<file path="src/rtl/char_term_writer.sv">
// Text-terminal writer: ASCII byte stream in, glyph writes to a 70x30 char buffer.
// Handles cursor motion, wrap, backspace, full-screen scroll and clear.
module char_term_writer #(
    parameter int H_CHARS = 70,
    parameter int V_CHARS = 30,
    parameter int ADDR_W  = 15
) (
    input  logic              clk_50m,
    input  logic              rst,
    input  logic              in_valid,
    input  logic [7:0]        in_data,
    output logic              in_ready,
    output logic              wr_en,
    output logic [ADDR_W-1:0] wr_addr,
    output logic [7:0]        wr_data,
    output logic [ADDR_W-1:0] rd_addr,
    input  logic [7:0]        rd_data,
    output logic [6:0]        cur_h,
    output logic [4:0]        cur_v,
    output logic              busy
);

    localparam logic [6:0] H_MAX  = 7'(H_CHARS - 1);
    localparam logic [4:0] V_MAX  = 5'(V_CHARS - 1);
    localparam logic [4:0] V_LAST = 5'(V_CHARS - 2);
    localparam logic [ADDR_W-13:0] PAD = '0;

    typedef enum logic [2:0] {
        S_CLEAR, S_IDLE, S_PUT, S_SCR_RD, S_SCR_WR, S_SCR_BLANK
    } state_t;

    state_t     r_state, w_next;
    logic [6:0] r_h, r_sh, r_wh, w_nh, w_ph;
    logic [4:0] r_v, r_sv, r_wv, w_nv, w_pv;
    logic [7:0] r_wd, w_pd;
    logic       r_we, r_scr;
    logic       w_acc, w_put, w_scr, w_clr;
    logic       w_print, w_nl, w_bs, w_ff;

    assign w_acc   = in_valid && (r_state == S_IDLE);
    assign w_print = (in_data >= 8'h20) && (in_data <= 8'h7E);
    assign w_nl    = (in_data == 8'h0A) || (in_data == 8'h0D);
    assign w_bs    = (in_data == 8'h08);
    assign w_ff    = (in_data == 8'h0C);

    // Decode of the accepted byte: next cursor and optional write target
    always_comb begin
        w_nh  = r_h;
        w_nv  = r_v;
        w_ph  = r_h;
        w_pv  = r_v;
        w_pd  = in_data;
        w_put = 1'b0;
        w_scr = 1'b0;
        w_clr = 1'b0;
        if (w_acc) begin
            unique case (1'b1)
                w_print: begin
                    w_put = 1'b1;
                    if (r_h == H_MAX) begin
                        w_nh = 7'd0;
                        if (r_v == V_MAX) w_scr = 1'b1;
                        else              w_nv  = r_v + 5'd1;
                    end else begin
                        w_nh = r_h + 7'd1;
                    end
                end
                w_nl: begin
                    w_nh = 7'd0;
                    if (r_v == V_MAX) w_scr = 1'b1;
                    else              w_nv  = r_v + 5'd1;
                end
                w_bs: begin
                    w_pd = 8'h20;
                    if (r_h != 7'd0) begin
                        w_put = 1'b1;
                        w_nh  = r_h - 7'd1;
                        w_ph  = r_h - 7'd1;
                    end else if (r_v != 5'd0) begin
                        w_put = 1'b1;
                        w_nh  = H_MAX;
                        w_nv  = r_v - 5'd1;
                        w_ph  = H_MAX;
                        w_pv  = r_v - 5'd1;
                    end
                end
                w_ff: begin
                    w_clr = 1'b1;
                    w_nh  = 7'd0;
                    w_nv  = 5'd0;
                end
                default: ;
            endcase
        end
    end

    always_ff @(posedge clk_50m or posedge rst) begin
        if (rst) r_state <= S_CLEAR;
        else     r_state <= w_next;
    end

    always_comb begin
        w_next = r_state;
        case (r_state)
            S_CLEAR:
                if (r_sh == H_MAX && r_sv == V_MAX) w_next = S_IDLE;
            S_IDLE:
                if (w_clr)      w_next = S_CLEAR;
                else if (w_put) w_next = S_PUT;
                else if (w_scr) w_next = S_SCR_RD;
            S_PUT:
                w_next = r_scr ? S_SCR_RD : S_IDLE;
            S_SCR_RD:
                w_next = S_SCR_WR;
            S_SCR_WR:
                if (r_sh == H_MAX && r_sv == V_LAST) w_next = S_SCR_BLANK;
                else                                 w_next = S_SCR_RD;
            S_SCR_BLANK:
                if (r_sh == H_MAX) w_next = S_IDLE;
            default:
                w_next = S_CLEAR;
        endcase
    end

    always_comb begin
        in_ready = (r_state == S_IDLE);
        busy     = (r_state == S_CLEAR) || (r_state == S_SCR_RD) ||
                   (r_state == S_SCR_WR) || (r_state == S_SCR_BLANK);
        rd_addr  = '0;
        if (r_state == S_SCR_RD) rd_addr = {PAD, r_sh, r_sv + 5'd1};
    end

    // Scan counters (r_sh/r_sv) return to zero at the end of every sweep
    always_ff @(posedge clk_50m or posedge rst) begin
        if (rst) begin
            r_h   <= 7'd0;
            r_v   <= 5'd0;
            r_sh  <= 7'd0;
            r_sv  <= 5'd0;
            r_scr <= 1'b0;
            r_we  <= 1'b0;
            r_wh  <= 7'd0;
            r_wv  <= 5'd0;
            r_wd  <= 8'd0;
        end else begin
            r_we <= 1'b0;
            r_h  <= w_nh;
            r_v  <= w_nv;
            if (w_acc) r_scr <= w_scr;
            case (r_state)
                S_IDLE: if (w_put) begin
                    r_we <= 1'b1;
                    r_wh <= w_ph;
                    r_wv <= w_pv;
                    r_wd <= w_pd;
                end
                S_CLEAR: begin
                    r_we <= 1'b1;
                    r_wh <= r_sh;
                    r_wv <= r_sv;
                    r_wd <= 8'h20;
                    if (r_sh == H_MAX) begin
                        r_sh <= 7'd0;
                        r_sv <= (r_sv == V_MAX) ? 5'd0 : r_sv + 5'd1;
                    end else begin
                        r_sh <= r_sh + 7'd1;
                    end
                end
                S_SCR_WR: begin
                    r_we <= 1'b1;
                    r_wh <= r_sh;
                    r_wv <= r_sv;
                    r_wd <= rd_data;
                    if (r_sh == H_MAX) begin
                        r_sh <= 7'd0;
                        r_sv <= (r_sv == V_LAST) ? 5'd0 : r_sv + 5'd1;
                    end else begin
                        r_sh <= r_sh + 7'd1;
                    end
                end
                S_SCR_BLANK: begin
                    r_we <= 1'b1;
                    r_wh <= r_sh;
                    r_wv <= V_MAX;
                    r_wd <= 8'h20;
                    r_sh <= (r_sh == H_MAX) ? 7'd0 : r_sh + 7'd1;
                end
                default: ;
            endcase
        end
    end

    assign wr_en   = r_we;
    assign wr_addr = {PAD, r_wh, r_wv};
    assign wr_data = r_wd;
    assign cur_h   = r_h;
    assign cur_v   = r_v;

endmodule

</file>
<file path="config.mk">
export PLATFORM = sky130hd
export DESIGN_NAME = char_term_writer
export DESIGN_NICKNAME = d
export VERILOG_FILES = /design/src/rtl/char_term_writer.sv
export SDC_FILE = /design/constraint.sdc
export NUM_CORES = 1
export LEC_CHECK = 0
export ABC_CLOCK_PERIOD_IN_PS = 3400
export BUFFER_PORTS_ARGS = -buffer_cell sky130_fd_sc_hd__buf_2
export CAP_MARGIN = 20
export CORE_ASPECT_RATIO = 1.4
export CORE_MARGIN = 2
export CORE_UTILIZATION = 56
export CTS_CLUSTER_DIAMETER = 120
export CTS_CLUSTER_SIZE = 12
export DETAILED_ROUTE_END_ITERATION = 10
export GPL_TIMING_DRIVEN = 0
export PLACE_DENSITY = 0.89
export SKIP_CTS_REPAIR_TIMING = 1
export SYNTH_ARGS = -nofsm -noshare
export SYNTH_HDL_FRONTEND = slang
export SYNTH_SLANG_ARGS = --single-unit
</file>
<file path="constraint.sdc">
create_clock -name clk_50m -period 3.4 [get_ports clk_50m]
set_input_delay 0.34 -clock clk_50m [delete_from_list [all_inputs] [get_ports clk_50m]]
set_output_delay 0.34 -clock clk_50m [all_outputs]
set_load 0.01 [all_outputs]
</file>
==> impl_metrics.prom, run 1 <==
# TYPE chip_impl_metric gauge
chip_impl_info{name="outcome",value="finished, violations left"} 1
chip_impl_info{name="failed_checks",value="hold timing"} 1
chip_impl_metric{name="syn_inst",unit=""} 406
chip_impl_metric{name="wire_per_inst",unit="um"} 18.25
chip_impl_metric{name="power_frac_clock",unit="%"} 13.0
chip_impl_metric{name="finalWorstPathRequiredPeriod",unit="ps"} 3208
chip_impl_metric{name="grt_antenna_before_repair",unit=""} 0
chip_impl_metric{name="max_stage_delay",unit="ps"} 410
chip_impl_metric{name="numPlacedInstances",unit=""} 549
chip_impl_metric{name="yosysSeqAreaShare",unit="%"} 34.89
chip_impl_metric{name="ys_ff_latch",unit=""} 49
chip_impl_metric{name="layoutNonFillerInstCount",unit=""} 557
chip_impl_metric{name="whs",unit="ps"} -15.28
chip_impl_metric{name="quantity_of_i_o_buffers_inserted_on_ports",unit=""} 65
chip_impl_info{name="timing.critical_path.from",value="cur_h[0]"} 1
chip_impl_metric{name="clock_insertion_delay_worst_skew",unit="ps"} 310
chip_impl_metric{name="numCtsBuffers",unit=""} 5
chip_impl_metric{name="cap_violations",unit=""} 0
chip_impl_metric{name="nFillCells",unit=""} 548
chip_impl_metric{name="critical_path_required",unit="ps"} 3600
chip_impl_info{name="startpoint_type",value="register"} 1
chip_impl_metric{name="slew_viol_final",unit=""} 0
chip_impl_metric{name="core_area",unit="sq um"} 6126
chip_impl_metric{name="die_area",unit="sq um"} 6935
chip_impl_metric{name="layout_cells_sized_above_1",unit="%"} 23.30
chip_impl_metric{name="gp_routability_congestion",unit=""} 0.9545
chip_impl_metric{name="finalSetupViolations",unit=""} 0
chip_impl_metric{name="maxSlewHeadroom",unit="%"} 46.96
chip_impl_metric{name="psw",unit="W"} 0.001306
chip_impl_metric{name="placement.cell_area",unit="sq um"} 3969
chip_impl_metric{name="power_leakage",unit="nW"} 1.860
chip_impl_info{name="final_cell_mix",value="buf_2, dfrtp_1, nand2_1"} 1
chip_impl_metric{name="powerDensity",unit="nW/um^2"} 710.7
chip_impl_metric{name="syn_to_final_growth",unit="%"} 15.66
chip_impl_metric{name="overflow_left_after_global_routing",unit=""} 0
chip_impl_metric{name="clk_pin_slew",unit="ps"} 100
chip_impl_metric{name="vdd_ir_max",unit="uV"} 386.4
chip_impl_info{name="cts_root_buffer",value="clkbuf_8"} 1
chip_impl_metric{name="global_route.usage.total",unit="%"} 29.17
chip_impl_info{name="critical_path.top_delay_family",value="buffers and inverters"} 1
chip_impl_metric{name="vias_per_cell",unit=""} 6.470
chip_impl_info{name="synthFlopType",value="dfrtp_1"} 1
chip_impl_info{name="crit_slowest_cell",value="dfrtp_1"} 1
chip_impl_metric{name="multi_input_area",unit="sq um"} 2073
chip_impl_metric{name="power.sequential.fraction",unit="%"} 33.1
chip_impl_metric{name="p_sw_share",unit="%"} 45.22
chip_impl_metric{name="avgSynthCellArea",unit="sq um"} 8.657
chip_impl_metric{name="total_power",unit="W"} 0.002889
chip_impl_info{name="timing.critical_path.cells",value="clkbuf_1 -> inv_1 -> ha_1 -> nor4b_2 -> and3_1 -> buf_2 -> or3b_1 -> a31oi_1 -> buf_2 -> mux2_1"} 1
chip_impl_metric{name="grt_first_pass_wirelength",unit="mm"} 16.38
chip_impl_metric{name="post_synth_instance_area",unit="sq um"} 3515
chip_impl_info{name="setup_crit_end_kind",value="register"} 1
chip_impl_info{name="commonest_non_fill_non_tap_cell_in_the_layout",value="buf_2"} 1
chip_impl_metric{name="max_slew.worst_pin.slew",unit="ps"} 784.6
chip_impl_metric{name="synth_async_sr_flop_share",unit="%"} 100.0
chip_impl_metric{name="route.vias.total",unit=""} 3604
chip_impl_metric{name="report.final.hold_viol_count",unit=""} 7
chip_impl_info{name="crit_top_cell",value="buf_2"} 1
chip_impl_metric{name="numClockSinks",unit=""} 49
chip_impl_metric{name="dp_hpwl",unit="mm"} 7.697
chip_impl_metric{name="grt_start_max_net_pins",unit=""} 34
chip_impl_metric{name="worst-path-max-fanout",unit=""} 10
chip_impl_metric{name="cp.buffers_inverters",unit=""} 4
chip_impl_metric{name="num_rows",unit=""} 34
chip_impl_metric{name="maximum_level_of_the_cts_h_tree",unit=""} 2
chip_impl_metric{name="drtAntennaViolNets",unit=""} 0
chip_impl_metric{name="cell_internal_pwr",unit="W"} 0.001583
chip_impl_metric{name="fin_worst_skew",unit="ps"} 11.50
chip_impl_metric{name="route.final.wire_length",unit="mm"} 10.16
chip_impl_metric{name="ys_warn_count",unit=""} 0
chip_impl_metric{name="number_of_diodes_added_for_antenna_fixing",unit=""} 0
chip_impl_metric{name="layout_worst_path_cycle_share",unit="%"} 94.36
chip_impl_info{name="worstHoldPathType",value="in -> async"} 1
chip_impl_metric{name="tns",unit="ps"} 0
chip_impl_metric{name="achievable-frequency",unit="GHz"} 0.3117
chip_impl_metric{name="first_global_vias",unit=""} 3326
chip_impl_metric{name="drt-initial-drc-count",unit=""} 473
chip_impl_metric{name="num-nets-final",unit=""} 515
chip_impl_info{name="cts_tree",value="yes"} 1
chip_impl_metric{name="post-route-cell-area",unit="sq um"} 4065
chip_impl_metric{name="clockBufferDepth",unit=""} 2
chip_impl_metric{name="drt_pass1_iterations",unit=""} 6
chip_impl_info{name="reg2reg_from",value="cur_h[0]"} 1
chip_impl_metric{name="dieHeight",unit="um"} 97.74
chip_impl_metric{name="drc",unit=""} 0
chip_impl_metric{name="floorplan.die.width",unit="um"} 70.96
chip_impl_metric{name="ff_latch_area",unit="sq um"} 1226
chip_impl_info{name="critPathKind",value="reg -> reg"} 1
chip_impl_info{name="setup_repair_after_global_routing_missed_its_margin",value="false"} 1
chip_impl_metric{name="floorplan.io_pins",unit=""} 72
chip_impl_metric{name="worst_ep_arrival_time",unit="ps"} 3400
chip_impl_metric{name="synth-edff-count",unit=""} 0
chip_impl_metric{name="p_comb_share",unit="%"} 53.9
chip_impl_metric{name="number_of_distinct_library_cells_after_synthesis",unit=""} 75
chip_impl_metric{name="initial_core_utilization",unit="%"} 57.37
## cells by family after synthesis
logic type | after synthesis | share of synthesized area [%]
simple gates | 155 | 24.03
compound gates | 115 | 23.28
buf+inv | 51 | 6.657
flops | 49 | 34.89
mux | 16 | 5.020
fa+ha+maj | 12 | 4.272
xor+xnor | 7 | 1.744
other cells | 1 | 0.1067
## registers in the layout, summed over array words and instances, names as in the netlist
| signal | cells |
|---|---|
| cur_h | 7 |
| cur_v | 5 |
| r_scr | 1 |
| r_sh | 7 |
| r_state | 3 |
| r_sv | 5 |
| r_wh | 7 |
| r_wv | 5 |
| wr_data | 8 |
| wr_en | 1 |
## metal layers
metal	routed length [um]	part of all wire (%)	global-route usage, %
met4	423	4.2	13.93
met2	5167	51	48.67
met3	533	5.2	3.509
met5	0	0	0
met1	4039	40	37.28
## power by group through the flow
stage | clock network (W) | logic, W | registers (W)
after detailed placement | 0 | 0.00153 | 0.000964
after CTS | 0.000369 | 0.00154 | 0.000953
final | 0.000375 | 0.00156 | 0.000957
after global placement | 0 | 0.00149 | 0.000949
after floorplan | 0 | 0.000992 | 0.000997
after global routing | 0.000394 | 0.00170 | 0.000990
## Yosys cell counts, types with 3 or more instances
cell | number | area [sq um]
nand3_1 | 20 | 100.1
or3_1 | 5 | 31.28
buf_4 | 7 | 52.55
a211o_1 | 3 | 26.28
o2bb2ai_1 | 3 | 26.28
a22o_1 | 9 | 78.83
or4_1 | 3 | 22.52
o221ai_1 | 6 | 52.55
nor3_1 | 12 | 60.06
nor4b_1 | 3 | 26.28
o41ai_1 | 3 | 26.28
nand2b_1 | 4 | 25.02
ha_1 | 12 | 150.1
nor4_1 | 3 | 18.77
clkbuf_1 | 16 | 60.06
nor2_1 | 27 | 101.4
and3_1 | 12 | 75.07
o31ai_1 | 7 | 52.55
mux2_2 | 12 | 135.1
a31oi_1 | 8 | 50.05
inv_1 | 20 | 75.07
a21oi_1 | 14 | 70.07
o21a_1 | 3 | 22.52
dfrtp_1 | 49 | 1226
mux2i_1 | 3 | 30.03
nand2_1 | 36 | 135.1
or2_2 | 3 | 18.77
a22oi_1 | 3 | 22.52
o211ai_1 | 3 | 22.52
nor2b_1 | 5 | 31.28
o21ai_0 | 28 | 140.1
buf_2 | 6 | 30.03
xor2_1 | 3 | 26.28
xnor2_1 | 4 | 35.03
nand4_1 | 3 | 18.77
## cell type report
type                    count  share of cell area, %
multi-input cells         311                  51.00
flip-flops and latches     49                  30.16
repair buffers             66                  8.495
plain buffers              31                  3.909
well taps                  72                  2.216
clock buffers               6                  2.031
inverters                  20                  1.847
clock inverters             2                 0.3386
## through the flow
stage	setup WS, ps	utilization, %	hold slack, ps
floorplan	657.4	-	456.8
global placement	330.1	64.46	478.3
detailed placement	262.4	64.79	344.0
CTS	213.7	66.36	6.096
global route	4.942	66.36	32.23
finish	191.9	66.36	-15.28
## final timing paths
kind,end,slack [ps],cells past startpoint
max in group asynchronous,r_scr,2910,3
min in group clk_50m,wr_data[7],240,3
max reg2reg,r_wv[4],190,10
min,cur_h[3],-20,2
min reg2reg,r_wv[4],500,1
max,r_wv[4],190,10
Power figures use the tool's default switching activity.
==> run 2: changes to the inputs <==
Settings changed: CAP_MARGIN 20 to 25, CORE_MARGIN 2 to unset, GPL_TIMING_DRIVEN 0 to 1.
==> run 2 against run 1 <==
The run now ends clean. Critical path depth shrank 1. Via count shrank 2.2%. Cell area shrank 1.4%. Worst setup slack gained 350 ps. Combinational power shrank 7%. Largest cell class unchanged. Largest power group unchanged.
==> impl_metrics.prom, run 2 (same netlist as run 1, synthesis figures left out) <==
# TYPE chip_impl_metric gauge
chip_impl_info{name="outcome",value="complete, no violations"} 1
chip_impl_metric{name="max_slew.worst_pin.slew",unit="ps"} 798.4
chip_impl_metric{name="finalSetupViolations",unit=""} 0
chip_impl_metric{name="critical_path_required",unit="ps"} 3590
chip_impl_metric{name="vdd_ir_max",unit="uV"} 485.5
chip_impl_metric{name="achievable-frequency",unit="GHz"} 0.3497
chip_impl_metric{name="floorplan.io_pins",unit=""} 72
chip_impl_metric{name="finalWorstPathRequiredPeriod",unit="ps"} 2860
chip_impl_metric{name="layout_worst_path_cycle_share",unit="%"} 84.12
chip_impl_metric{name="placement.cell_area",unit="sq um"} 3846
chip_impl_info{name="setup_repair_after_global_routing_missed_its_margin",value="false"} 1
chip_impl_metric{name="drtAntennaViolNets",unit=""} 0
chip_impl_metric{name="power_leakage",unit="nW"} 1.819
chip_impl_metric{name="syn_to_final_growth",unit="%"} 14.10
chip_impl_metric{name="gp_routability_congestion",unit=""} 1.004
chip_impl_metric{name="wire_per_inst",unit="um"} 18.58
chip_impl_metric{name="p_sw_share",unit="%"} 42.68
chip_impl_metric{name="dp_hpwl",unit="mm"} 7.197
chip_impl_metric{name="first_global_vias",unit=""} 3153
chip_impl_info{name="cts_root_buffer",value="clkbuf_8"} 1
chip_impl_metric{name="worst-path-max-fanout",unit=""} 21
chip_impl_metric{name="die_area",unit="sq um"} 6601
chip_impl_metric{name="drt_pass1_iterations",unit=""} 5
chip_impl_metric{name="cell_internal_pwr",unit="W"} 0.001707
chip_impl_info{name="cts_tree",value="yes"} 1
chip_impl_metric{name="overflow_left_after_global_routing",unit=""} 0
chip_impl_metric{name="core_area",unit="sq um"} 5946
chip_impl_metric{name="floorplan.die.width",unit="um"} 68.96
chip_impl_metric{name="maxSlewHeadroom",unit="%"} 46.02
chip_impl_metric{name="power_frac_clock",unit="%"} 16.5
chip_impl_metric{name="post-route-cell-area",unit="sq um"} 4010
chip_impl_metric{name="tns",unit="ps"} 0
chip_impl_info{name="final_cell_mix",value="buf_2, dfrtp_1, nand2_1"} 1
chip_impl_metric{name="vias_per_cell",unit=""} 6.628
chip_impl_metric{name="worst_ep_arrival_time",unit="ps"} 3050
chip_impl_info{name="startpoint_type",value="register"} 1
chip_impl_metric{name="report.final.hold_viol_count",unit=""} 0
chip_impl_metric{name="clk_pin_slew",unit="ps"} 90
chip_impl_metric{name="min_delay_path_depth",unit=""} 3
chip_impl_metric{name="grt_start_max_net_pins",unit=""} 50
chip_impl_metric{name="final.setup.worst_slack",unit="ps"} 540.0
chip_impl_metric{name="number_of_diodes_added_for_antenna_fixing",unit=""} 0
chip_impl_metric{name="maximum_level_of_the_cts_h_tree",unit=""} 2
chip_impl_metric{name="fin_worst_skew",unit="ps"} 9.577
chip_impl_info{name="setup_crit_end_kind",value="register"} 1
chip_impl_info{name="hold_start",value="rd_data[7]"} 1
chip_impl_metric{name="power.sequential.fraction",unit="%"} 34.7
chip_impl_metric{name="slew_viol_final",unit=""} 0
chip_impl_metric{name="powerDensity",unit="nW/um^2"} 742.4
chip_impl_metric{name="numCtsBuffers",unit=""} 5
chip_impl_metric{name="clock_insertion_delay_worst_skew",unit="ps"} 310
chip_impl_metric{name="quantity_of_i_o_buffers_inserted_on_ports",unit=""} 65
chip_impl_metric{name="global_route.usage.total",unit="%"} 31.26
chip_impl_info{name="critPathKind",value="reg -> reg"} 1
chip_impl_metric{name="numClockSinks",unit=""} 49
chip_impl_info{name="reg2reg_from",value="cur_v[0]"} 1
chip_impl_metric{name="whs",unit="ps"} 263.2
chip_impl_info{name="timing.critical_path.from",value="cur_v[0]"} 1
chip_impl_metric{name="largest_register_ffs",unit=""} 8
chip_impl_metric{name="dieHeight",unit="um"} 95.74
chip_impl_metric{name="route.final.wire_length",unit="mm"} 9.887
chip_impl_metric{name="nFillCells",unit=""} 509
chip_impl_metric{name="dp_worst_setup_slack",unit="ps"} 625.2
chip_impl_metric{name="layout_cells_sized_above_1",unit="%"} 22.94
chip_impl_metric{name="psw",unit="W"} 0.001271
chip_impl_info{name="commonest_non_fill_non_tap_cell_in_the_layout",value="buf_2"} 1
chip_impl_info{name="worstHoldPathType",value="in -> reg"} 1
chip_impl_metric{name="num-nets-final",unit=""} 492
chip_impl_metric{name="layoutNonFillerInstCount",unit=""} 532
chip_impl_metric{name="timing.reg2reg.worst_path_depth",unit=""} 9
chip_impl_metric{name="grt_antenna_before_repair",unit=""} 0
chip_impl_metric{name="ff_latch_area",unit="sq um"} 1226
chip_impl_metric{name="numPlacedInstances",unit=""} 522
chip_impl_metric{name="num_rows",unit=""} 33
chip_impl_metric{name="multi_input_area",unit="sq um"} 2079
chip_impl_metric{name="initial_core_utilization",unit="%"} 59.11
chip_impl_metric{name="cap_violations",unit=""} 0
chip_impl_metric{name="clockBufferDepth",unit=""} 2
chip_impl_metric{name="reg2reg_slack",unit="ps"} 540
chip_impl_metric{name="drt-initial-drc-count",unit=""} 297
chip_impl_metric{name="route.vias.total",unit=""} 3526
chip_impl_metric{name="grt_first_pass_wirelength",unit="mm"} 15.59
chip_impl_metric{name="drc",unit=""} 0
chip_impl_metric{name="p_comb_share",unit="%"} 48.7
-- run 2: stage by stage --
stage	total power (W)	utilization [%]
after CTS	0.002955	66.94
after global placement	0.002415	64.69
after floorplan	0.001989	-
final	0.002977	67.45
after global routing	0.003186	67.45
after detailed placement	0.002460	64.69
-- run 2: final cells by class --
| cell class | instances | share of cell area (%) |
|---|---|---|
| Multi-Input combinational cell | 311 | 51.86 |
| Clock inverter | 3 | 1.622 |
| Sequential cell | 49 | 30.58 |
| Clock buffer | 5 | 1.716 |
| Timing Repair Buffer | 74 | 10.17 |
| Inverter | 20 | 1.872 |
| Tap cell | 70 | 2.184 |
-- run 2: worst max-delay path: stages, from the launching register on --
cell     delay, ps
dfrtp_1        570
inv_1           80
ha_1           230
nor4b_1        150
buf_4          160
and3_1         280
or3b_1         430
a31oi_2        170
buf_4          300
mux2_2         370
-- run 2: final timing paths --
path	to
max	wr_data[1]
min	wr_data[7]
max reg2reg	wr_data[1]
min reg2reg	wr_data[6]
max in group asynchronous	wr_data[5]
min in group asynchronous	cur_v[2]
-- run 2: power groups by stage --
stage | Sequential (W) | Clock, W | Combinational, W
final | 0.00103 | 0.000493 | 0.00145
after detailed placement | 0.00104 | 0 | 0.00142
after floorplan | 0.000997 | 0 | 0.000992
after global placement | 0.00102 | 0 | 0.00139
after CTS | 0.00102 | 0.000496 | 0.00143
after global routing | 0.00107 | 0.000521 | 0.00160
-- run 2: per-layer routing --
layer	track usage, %	routed length, um
met2	51.29	5007
met4	15.48	454
met3	3.910	641
met1	39.64	3785
met5	0	0
==> run 3: changes to the inputs <==
Settings changed: ABC_CLOCK_PERIOD_IN_PS 3400 to 2800.
Clock period 3.4 ns to 2.8 ns, I/O delays scaled along.
==> run 3 against run 2 <==
The run now ends with hold timing left. Clock skew is 3.0 ps lower. Clock-buffer cell count grew 2. Register-to-register slack worse by 280 ps. Cell area grew 2.1%. Largest cell class unchanged. Utilization rose by 1.4 points. Final cell count increased by 2.6%. Critical path type unchanged. Global-route usage up 1.9 points. Critical endpoint is now r_wv[2].
==> impl_metrics.prom, run 3 (same netlist as run 1, synthesis figures left out) <==
# TYPE chip_impl_metric gauge
chip_impl_info{name="outcome",value="finished, violations left"} 1
chip_impl_info{name="failed_checks",value="hold timing"} 1
chip_impl_metric{name="largest_register_ffs",unit=""} 8
chip_impl_metric{name="maxSlewHeadroom",unit="%"} 56.91
chip_impl_info{name="critical_path.top_delay_family",value="simple AND/OR/NAND/NOR gates"} 1
chip_impl_info{name="setup_repair_after_global_routing_missed_its_margin",value="false"} 1
chip_impl_metric{name="gp_routability_congestion",unit=""} 0.9702
chip_impl_metric{name="total_power",unit="W"} 0.003647
chip_impl_metric{name="global_route.usage.total",unit="%"} 33.19
chip_impl_info{name="startpoint_type",value="register"} 1
chip_impl_metric{name="num_rows",unit=""} 33
chip_impl_metric{name="clockBufferDepth",unit=""} 2
chip_impl_info{name="crit_slowest_cell",value="dfrtp_1"} 1
chip_impl_metric{name="fin_worst_skew",unit="ps"} 6.550
chip_impl_metric{name="quantity_of_i_o_buffers_inserted_on_ports",unit=""} 65
chip_impl_metric{name="drt_pass1_iterations",unit=""} 6
chip_impl_metric{name="worst_ep_arrival_time",unit="ps"} 2740
chip_impl_metric{name="clk_pin_slew",unit="ps"} 100
chip_impl_metric{name="max_slew.worst_pin.slew",unit="ps"} 644.6
chip_impl_metric{name="vias_per_cell",unit=""} 6.537
chip_impl_metric{name="numClockSinks",unit=""} 49
chip_impl_metric{name="number_of_diodes_added_for_antenna_fixing",unit=""} 0
chip_impl_metric{name="vdd_ir_max",unit="uV"} 483.3
chip_impl_metric{name="route.final.wire_length",unit="mm"} 10.24
chip_impl_metric{name="report.final.hold_viol_count",unit=""} 13
chip_impl_info{name="reg2reg_from",value="cur_v[0]"} 1
chip_impl_metric{name="first_global_vias",unit=""} 3297
chip_impl_metric{name="crit_path_depth",unit=""} 8
chip_impl_metric{name="syn_to_final_growth",unit="%"} 16.52
chip_impl_info{name="final_cell_mix",value="buf_2, dfrtp_1, nand2_1"} 1
chip_impl_metric{name="achievable-frequency",unit="GHz"} 0.3942
chip_impl_metric{name="floorplan.io_pins",unit=""} 72
chip_impl_metric{name="worst-path-max-fanout",unit=""} 12
chip_impl_metric{name="numCtsBuffers",unit=""} 5
chip_impl_metric{name="grt_first_pass_wirelength",unit="mm"} 16.23
chip_impl_info{name="maxUsedRoutingLayer",value="met4"} 1
chip_impl_metric{name="num-nets-final",unit=""} 506
chip_impl_metric{name="drtAntennaViolNets",unit=""} 0
chip_impl_metric{name="die_area",unit="sq um"} 6601
chip_impl_metric{name="floorplan.die.width",unit="um"} 68.96
chip_impl_metric{name="maximum_level_of_the_cts_h_tree",unit=""} 2
chip_impl_metric{name="whs",unit="ps"} -9.037
chip_impl_metric{name="grt_antenna_before_repair",unit=""} 0
chip_impl_metric{name="layout_worst_path_cycle_share",unit="%"} 90.60
chip_impl_metric{name="route.vias.total",unit=""} 3569
chip_impl_metric{name="critical_path_required",unit="ps"} 3000
chip_impl_metric{name="clock_insertion_delay_worst_skew",unit="ps"} 310
chip_impl_metric{name="finalSetupViolations",unit=""} 0
chip_impl_metric{name="cap_violations",unit=""} 0
chip_impl_info{name="timing.critical_path.cells",value="inv_1 -> ha_1 -> nor4b_1 -> and3_1 -> or3b_1 -> a31oi_2 -> buf_4 -> mux2_2"} 1
chip_impl_info{name="cts_tree",value="yes"} 1
chip_impl_metric{name="max_stage_delay",unit="ps"} 530
chip_impl_info{name="cts_root_buffer",value="clkbuf_8"} 1
chip_impl_metric{name="powerDensity",unit="nW/um^2"} 890.6
chip_impl_metric{name="layout_cells_sized_above_1",unit="%"} 25.21
chip_impl_metric{name="tns",unit="ps"} 0
chip_impl_metric{name="power_leakage",unit="nW"} 1.884
chip_impl_metric{name="met2_wirelength",unit="mm"} 5.218
chip_impl_metric{name="wire_per_inst",unit="um"} 18.75
chip_impl_metric{name="finalWorstPathRequiredPeriod",unit="ps"} 2537
chip_impl_metric{name="dp_hpwl",unit="mm"} 7.537
chip_impl_info{name="setup_crit_end_kind",value="register"} 1
chip_impl_metric{name="dr_wl_met3",unit="um"} 839
chip_impl_metric{name="core_area",unit="sq um"} 5946
chip_impl_metric{name="drc",unit=""} 0
chip_impl_metric{name="overflow_left_after_global_routing",unit=""} 0
chip_impl_metric{name="slew_viol_final",unit=""} 0
chip_impl_info{name="commonest_non_fill_non_tap_cell_in_the_layout",value="buf_2"} 1
chip_impl_metric{name="timing.reg2reg.worst_path_depth",unit=""} 8
chip_impl_metric{name="grt_start_max_net_pins",unit=""} 50
chip_impl_info{name="critPathKind",value="reg -> reg"} 1
chip_impl_metric{name="initial_core_utilization",unit="%"} 59.11
chip_impl_metric{name="cp.buffers_inverters",unit=""} 2
chip_impl_metric{name="met1_layer_wirelength_in_the_final_routing",unit="mm"} 3.799
chip_impl_metric{name="dieHeight",unit="um"} 95.74
chip_impl_info{name="timing.critical_path.from",value="cur_v[0]"} 1
chip_impl_metric{name="drt-initial-drc-count",unit=""} 440
chip_impl_info{name="worstHoldPathType",value="in -> async"} 1
[run 3: cell types whose count changed in the layout (fill, tap and decap cells not counted)]
cell           previous run  this run
clkinv_2                  1         0
dlygate4sd3_1             1         0
bufinv_16                 2         1
clkbuf_1                  0         1
buf_4                     7        22
clkbuf_8                  5         6
[run 3: path summary, 6_finish.rpt]
| path | to | slack [ps] |
|---|---|---|
| setup / recovery | r_wv[2] | 260 |
| hold / removal | cur_h[3] | -9 |
| setup reg to reg | r_wv[2] | 260 |
| hold reg to reg | wr_data[3] | 510 |
| max in group asynchronous | r_state[2] | 2280 |
| min in group clk_50m | wr_data[7] | 190 |
[run 3: area by class of cell]
| type | instances | area, sq um |
|---|---|---|
| multi-input cells | 311 | 2079 |
| fillers | 494 | 1851 |
| flip-flops and latches | 49 | 1226 |
| repair buffers | 88 | 510.5 |
| well taps | 70 | 87.58 |
| clock buffers | 7 | 86.33 |
| inverters | 20 | 75.07 |
| clock inverters | 1 | 30.03 |
[run 3: per-layer routing]
metal,up-vias,global-route usage [%]
met5,-,0
met4,0,13.10
met3,39,4.502
met2,217,55.74
met1,1678,42.17
li1,1635,-
[run 3: report_power, final]
part	leakage (nW)	switching [W]	internal [W]	total, W
Clock	0.0585	0.000255	0.000292	0.000547
Combinational	1.19	0.00110	0.000825	0.00192
Sequential	0.630	0.000235	0.000941	0.00118
Total	1.88	0.00159	0.00206	0.00365
[run 3: per-stage QoR]
step / hold slack [ps] / area, sq um / setup slack, ps / cells / util, %
after floorplan: 396.8 / 3533 / 57.44 / 411 / -
after global placement: 488.0 / 3959 / 351.4 / 537 / 66.58
after detailed placement: 493.4 / 3959 / 285.0 / 537 / 66.58
after CTS: 193.7 / 4075 / 270.9 / 545 / 68.54
after global routing: 32.30 / 4095 / 98.88 / 546 / 68.88
final: -9.037 / 4095 / 263.3 / 546 / 68.88
